===== config.mk =====
export PLATFORM = sky130hd
export DESIGN_NAME = lms_conv_monitor
export DESIGN_NICKNAME = d
export VERILOG_FILES = /design/src/rtl/lms_conv_monitor.sv
export SDC_FILE = /design/constraint.sdc
export NUM_CORES = 1
export LEC_CHECK = 0
export ABC_AREA = 1
export BUFFER_PORTS_ARGS = -buffer_cell sky130_fd_sc_hd__buf_2
export CAP_MARGIN = 10
export CORE_MARGIN = 1
export CORE_UTILIZATION = 64
export DETAILED_ROUTE_END_ITERATION = 8
export PLACE_DENSITY = 0.82
export SLEW_MARGIN = 15
export SYNTH_ARGS = -nofsm -noshare
export SYNTH_HDL_FRONTEND = slang
export SYNTH_SLANG_ARGS = --single-unit

===== constraint.sdc =====
create_clock -name clk -period 3.9 [get_ports clk]
set_input_delay 0.78 -clock clk [delete_from_list [all_inputs] [get_ports clk]]
set_output_delay 0.78 -clock clk [all_outputs]
set_load 0.01 [all_outputs]

===== src/rtl/lms_conv_monitor.sv =====
// lms_conv_monitor: convergence observer for the 16-tap DA-LMS filter.
// Squares each enabled 12-bit error sample, averages over a window of
// 2**WIN_LOG2 samples and classifies adaptation as ACQ / CONV / DIV.
// Optional build macro LMS_MON_PEAK_EN adds a per-window peak |errr| output.
module lms_conv_monitor #(
  parameter int unsigned WIN_LOG2 = 5,
  parameter int unsigned CONV_THR = 64,
  parameter int unsigned DIV_THR  = 262144,
  parameter int unsigned HOLD     = 4
) (
  input  logic        clk,
  input  logic        rst,
  input  logic        en,
  input  logic        clr,
  input  logic [11:0] errr,
  output logic [22:0] mse,
  output logic        win_done,
  output logic        converged,
  output logic        diverged,
  output logic [1:0]  state
`ifdef LMS_MON_PEAK_EN
  ,
  output logic [11:0] peak
`endif
);

  localparam int unsigned ACC_W = 23 + WIN_LOG2;

  typedef enum logic [1:0] {
    ST_ACQ  = 2'b00,
    ST_CONV = 2'b01,
    ST_DIV  = 2'b10
  } st_t;

  st_t                 st;
  logic [11:0]         mag;
  logic [22:0]         mag23;
  logic [22:0]         sq_d;
  logic [22:0]         sq;
  logic                sq_v;
  logic [ACC_W-1:0]    acc;
  logic [ACC_W-1:0]    wsum;
  logic [WIN_LOG2-1:0] cnt;
  logic                end_p;
  logic [22:0]         mse_new;
  logic [31:0]         mse32;
  logic [3:0]          good;

  // Magnitude and exact square of the incoming error; -2048 maps to 2048
  always_comb begin
    mag     = errr[11] ? (~errr + 12'd1) : errr;
    mag23   = {11'd0, mag};
    sq_d    = mag23 * mag23;
    mse_new = 23'(wsum >> WIN_LOG2);
    mse32   = {9'd0, mse_new};
  end

  // Stage 1: register the square; valid follows en
  always_ff @(posedge clk or posedge rst) begin
    if (rst) begin
      sq   <= '0;
      sq_v <= 1'b0;
    end else if (clr) begin
      sq   <= '0;
      sq_v <= 1'b0;
    end else begin
      sq_v <= en;
      if (en) sq <= sq_d;
    end
  end

  // Stage 2: accumulate; the final sum is parked in wsum so acc can start
  // the next window on the very next edge
  always_ff @(posedge clk or posedge rst) begin
    if (rst) begin
      acc   <= '0;
      wsum  <= '0;
      cnt   <= '0;
      end_p <= 1'b0;
    end else if (clr) begin
      acc   <= '0;
      cnt   <= '0;
      end_p <= 1'b0;
    end else begin
      end_p <= 1'b0;
      if (sq_v) begin
        cnt <= cnt + 1'b1;
        if (cnt == '1) begin
          wsum  <= acc + ACC_W'(sq);
          acc   <= '0;
          end_p <= 1'b1;
        end else begin
          acc <= acc + ACC_W'(sq);
        end
      end
    end
  end

  // Stage 3: publish MSE and advance the classification FSM at window end
  always_ff @(posedge clk or posedge rst) begin
    if (rst) begin
      mse       <= '0;
      win_done  <= 1'b0;
      st        <= ST_ACQ;
      converged <= 1'b0;
      diverged  <= 1'b0;
      good      <= '0;
    end else if (clr) begin
      win_done  <= 1'b0;
      st        <= ST_ACQ;
      converged <= 1'b0;
      diverged  <= 1'b0;
      good      <= '0;
    end else begin
      win_done <= end_p;
      if (end_p) begin
        mse <= mse_new;
        case (st)
          ST_ACQ: begin
            if (mse32 >= DIV_THR) begin
              st        <= ST_DIV;
              diverged  <= 1'b1;
              converged <= 1'b0;
            end else if (mse32 <= CONV_THR) begin
              if ({28'd0, good} + 32'd1 >= HOLD) begin
                good      <= 4'(HOLD);
                st        <= ST_CONV;
                converged <= 1'b1;
                diverged  <= 1'b0;
              end else begin
                good <= good + 4'd1;
              end
            end else begin
              good <= '0;
            end
          end
          ST_CONV: begin
            if (mse32 >= DIV_THR) begin
              st        <= ST_DIV;
              diverged  <= 1'b1;
              converged <= 1'b0;
            end else if (mse32 > CONV_THR) begin
              st        <= ST_ACQ;
              good      <= '0;
              converged <= 1'b0;
              diverged  <= 1'b0;
            end
          end
          ST_DIV: begin
            st        <= ST_DIV;
            diverged  <= 1'b1;
            converged <= 1'b0;
          end
          default: begin
            st        <= ST_ACQ;
            good      <= '0;
            converged <= 1'b0;
            diverged  <= 1'b0;
          end
        endcase
      end
    end
  end

  assign state = st;

`ifdef LMS_MON_PEAK_EN
  logic [WIN_LOG2-1:0] cnt1;
  logic [11:0]         pk_run;
  logic [11:0]         pk_win;

  // Running peak tracked in stage 1 with its own sample counter, which stays
  // in lockstep with the stage-2 counter; pk_win is stable until win_done
  always_ff @(posedge clk or posedge rst) begin
    if (rst) begin
      cnt1   <= '0;
      pk_run <= '0;
      pk_win <= '0;
    end else if (clr) begin
      cnt1   <= '0;
      pk_run <= '0;
      pk_win <= '0;
    end else if (en) begin
      cnt1 <= cnt1 + 1'b1;
      if (cnt1 == '1) begin
        pk_win <= (mag > pk_run) ? mag : pk_run;
        pk_run <= '0;
      end else if (mag > pk_run) begin
        pk_run <= mag;
      end
    end
  end

  // Publish the peak alongside mse
  always_ff @(posedge clk or posedge rst) begin
    if (rst) begin
      peak <= '0;
    end else if (clr) begin
      peak <= '0;
    end else if (end_p) begin
      peak <= pk_win;
    end
  end
`endif

endmodule


**After elaboration in Yosys (flattened, before gate mapping)**

Cells that the tools add are included.

- Order comparisons: 4
- Multipliers: 1
- Bitwise gates (word level): 2
- Muxes and demuxes: 44
- Shifts and indexed selects: 0
- Add/sub/neg operators: 5
- Reduce and logical (&&, ||, !) cells: 8
- Equal/unequal tests: 10
- Divide/modulo/power cells: 0

Operator list:

| cell | count |
|---|---|
| two-way mux 28 bit | 3 |
| two-way mux 23 bit | 2 |
| adder 28 x 23 -> 28 bit | 1 |
| two-way mux 4 bit | 7 |
| greater-or-equal comparator 23 x 19 -> 1 bit, second input constant | 1 |
| > comparator 23 x 7 -> 1 bit, second input constant | 1 |
| <= comparator 23 x 7 -> 1 bit, second input constant | 1 |
| multiplier 12 x 12 -> 23 bit | 1 |
| two-way mux 1 bit | 18 |
| two-way mux 2 bit | 7 |
| adder 12 x 1 -> 12 bit, second input constant | 1 |
| two-way mux 12 bit | 1 |
| != test 4 bit, second input constant | 3 |
| inverter 12 bit | 1 |
| one-hot mux 4 bit (3 select lines) | 1 |
| two-way mux 5 bit | 2 |
| != test 3 bit, second input constant | 3 |
| one-hot mux 2 bit (3 select lines) | 1 |
| nonzero test 2 bit | 3 |
| adder 4 x 1 -> 5 bit, second input constant | 1 |
| adder 5 x 1 -> 5 bit, second input constant | 1 |
| equality test 5 bit, second input constant | 1 |
| greater-or-equal comparator 5 x 3 -> 1 bit, second input constant | 1 |
| AND reduction 5 bit | 1 |
| 11 further kinds | 11 |

- Bits in latches: 0
- Memory bits (writable): 0
- Output and inout bits: 28
- Bits in read-only memories: 0
- Bits in registers: 118
- Memories: 0
- Word-level logic and storage cells: 86

**Depth between registers and ports, before layout**

- Depth in word-level cells: 8
- Mapped depth: 33
- Mapped depth without buffers: 32

**Worst setup path after synthesis**

No wires, ideal clock.

- Path type: input to register
- Start: input errr[0]
- End: register sq[14]
- Slack: -2.391 ns
- Arrival: 6.173 ns
- Cell stages on the path: 30
- Path buffers: 1
- Cell sequence: inv_1 clkbuf_1 ha_1 inv_1 nor2_1 inv_1 o21ai_2 xor2_4 inv_2 nor2_4 inv_1 fa_1 inv_1 fa_1 inv_1 fa_1 inv_1 fa_1 inv_1 fa_1 inv_1 ha_1 nand2_1 nor2_1 inv_1 nor2_1 a21oi_1 or2_0 nand3_1 nand2_1

- Word-level cells in the longest chain between the ends: 6

RTL lines:

| item | line | source |
|---|---|---|
| start: declaration | 15 | `input logic [11:0] errr,` |
| inverter 12 bit | 51 | `mag = errr[11] ? (~errr + 12'd1) : errr;` |
| adder 12 x 1 -> 12 bit | 51 |  |
| two-way mux 12 bit * | 51 |  |
| multiplier 12 x 12 -> 23 bit * | 53 | `sq_d = mag23 * mag23;` |
| two-way mux 23 bit * | 68 | `if (en) sq <= sq_d;` |
| two-way mux 23 bit * | 63 | `end else if (clr) begin` |
| end signal: assignment | 68 |  |
| end: declaration | 39 | `logic [22:0] sq;` |

Every way passes the cells marked *; elsewhere a longest branch is shown, timed or not. The select of a mux whose other input is x is not followed.
A chain may end at the register's enable or synchronous reset.

**Worst setup path in the final report**

- Start: input errr[1]
- End: register sq[14]

The elaborated chain is that of the path after synthesis.

==> run metrics <==
Worst-path clk slew=0.08 ns; VDD IR max=0.964 mV; # rows=46; Mapped Avg Cell Area=7.37 sq um; pwr dens=748 mW/mm^2; Reg area=0.00275 sq mm; final wirelength=28300 um; All-Layer GR Usage=34.5%; Lkg Pwr=6.99 nW; register area share after synthesis=26.3%; Hold WC Path Type=flop to flop; Syn Std Cell Area=0.0105 sq mm; top cells by area, synth=dfrtp_1, fa_1, nand2_1; area of the multi-input gates=0.00717 sq mm; status=complete, but fails checks; Num CTS Buffers=9; Hold Fails Final Rpt=0; GPL Wtd Cong=0.963; crit-path max FO=4; TritonCTS clock tree=built; vias in the first global route=9276; Yosys top cell area share=26.3%; minimum clock period=5.57 ns; P&R area growth vs syn=22.6%; DRT Pass-1 Iters=5; via count=9895; routed vias/inst=5.48; Critical Path AT=5.81 ns; CP Class=input pin to flop; post-route ant nets=0; async set or reset register ratio after synthesis=100%; max-slew violation count=0; Final Cycle Share=143%; H-tree depth=3; max_cap viols=0; pre-CTS setup slack=-2.14 ns; leading area contributor after synthesis=dfrtp_1; grt total ovfl=0; initial drt markers=815; skew final=0.0113 ns; most frequent cell after synthesis=nand2_1; Post-DP Area=0.0119 sq mm; worst slew pin tran=0.931 ns; most common library cells after synthesis=nand2_1, inv_1, dfrtp_1; # IOs=44; drc violations=0; crit end category=flop; post-route total power=9.61 mW; hold_ws=0.472 ns; Core Region=0.0159 sq mm; predominant post-synthesis flop cell=dfrtp_1; Max transition margin=37.9%; RSZ-0062 raised after global routing=yes; r2r setup slk=1.58 ns; worst setup margin=-1.67 ns; clk buf depth=2; Design Area, Final=0.0128 sq mm; failing checks=negative setup slack; HPWL Detailed=21900 um; Unique masters post-synth=46; Post-CTS Hold Buffers=0; DIE AREA=0.0169 sq mm; routed length per instance=15.6 um; largest net degree at the start of global routing=77; final setup violation count=18; initial core utilization=65.7%; Mapped Cells=1422; Sink Count=110; Fmax=180 MHz; port buffer count=43; Filler Cell Count=1034; die width=130 um; initial antenna violation count=0; Critical Path RT=4.14 ns; layout cell share with drive strength beyond 1=23.8%; Yosys Warn Count=0; Clock Root Buffer=clkbuf_16; startpoint types=input pin; NumNets Final=1764; Post-synth EDFFs=0; Chip Height=130 um; number of antenna diodes=0; first-pass GRT wire length=45000 um; synthesized flop and latch total=110; fin util=80.6%; worst skew pair latency=0.36 ns
-- worst paths after layout --
kind / from / end / cells after the start
hold reg to reg: mse[16]$_DFFE_PP0P_ / mse[16]$_DFFE_PP0P_ / 2
max in group asynchronous: rst / sq[20]$_DFFE_PP0P_ / 3
setup reg to reg: sq[0]$_DFFE_PP0P_ / wsum[12]$_DFFE_PP0P_ / 10
hold / removal: mse[16]$_DFFE_PP0P_ / mse[16]$_DFFE_PP0P_ / 2
setup / recovery: errr[1] / sq[14]$_DFFE_PP0P_ / 28
min in group asynchronous: rst / mse[1]$_DFFE_PP0P_ / 2
-- area by class of cell --
class                      instances  area share [%]
clock buffer                       9            1.75
clock inverter                     7           0.711
inverter                         286            8.61
multi-input combinational       1010            55.8
sequential                       110            21.4
tap                              216            2.10
timing repair buffer             169            9.59
-- critical path: stages --
cell and delay [ns]:
buf_6 0.11, inv_4 0.06, ha_4 0.15, inv_4 0.04
nor2_4 0.09, inv_2 0.05, o21ai_4 0.20, xor2_4 0.20
buf_6 0.16, buf_6 0.10, nand2_4 0.04, fa_2 0.56
inv_2 0.04, fa_1 0.47, fa_1 0.50, fa_1 0.54
inv_2 0.04, fa_1 0.49, inv_2 0.05, ha_4 0.31
nand2_4 0.10, nor2_4 0.15, inv_2 0.06, nor2_4 0.13
a21oi_2 0.07, or2_0 0.19, nand3_1 0.06, nand2_1 0.07
-- placed cells by master, fill, tap and decap left out, drive strengths merged, types with 4 or more instances in the layout --
cell    netlist  final
dfrtp       110    110
nand3b        4      4
ha           81     81
a22o          7      7
nor2        121    121
nand3        99     99
xnor2         4      4
conb          2      9
fa           81     81
buf          12    169
nor3         15     15
xor2          8      8
nand2       396    396
nand4        27     27
clkbuf       11      9
a21oi        54     54
o21ai        79     79
inv         286    290
or2           9      9
-- stage by stage --
stage                     TNS, ns  instances
after floorplan            -25.63       1429
after global placement     -32.35       1773
after detailed placement   -33.94       1773
after CTS                  -23.96       1797
after global routing       -28.91       1807
final                      -24.84       1807
-- power breakdown --
| part | internal (mW) | switching [mW] |
|---|---|---|
| combinational | 3.10 | 4.21 |
| clock | 0.467 | 0.504 |
| sequential | 1.25 | 0.0795 |
-- cells by family after synthesis --
group | share of synthesized area [%]
AOI/OAI and AO/OA | 8.17
xor gates and xnor gates | 1.25
adders and majority gates | 25.1
buffers and inverters | 11.4
DFF | 26.3
other | 0.0717
and+or+nand+nor | 27.7
-- state kept, by name, summed over array words and instances (netlist names) --
signal / count
acc: 28
cnt: 5
converged: 1
diverged: 1
end_p: 1
good: 4
mse: 23
sq: 22
sq_v: 1
win_done: 1
wsum: 23
-- layer usage --
metal | part of all wire [%] | vias to the layer above | track usage, %
met1 | 45 | 4709 | 50.8
met3 | 7.8 | 36 | 5.78
met5 | 0 | - | 0
li1 | - | 4762 | -
met4 | 1.5 | 0 | 6.57
met2 | 46 | 388 | 53.9
-- what timing repair did --
item                       CTS  global route
setup endpoints to repair   18            18
gates resized for setup     74            77
setup buffers                8            10
pin swaps                   56            55
(Power assumes the default switching activity.)
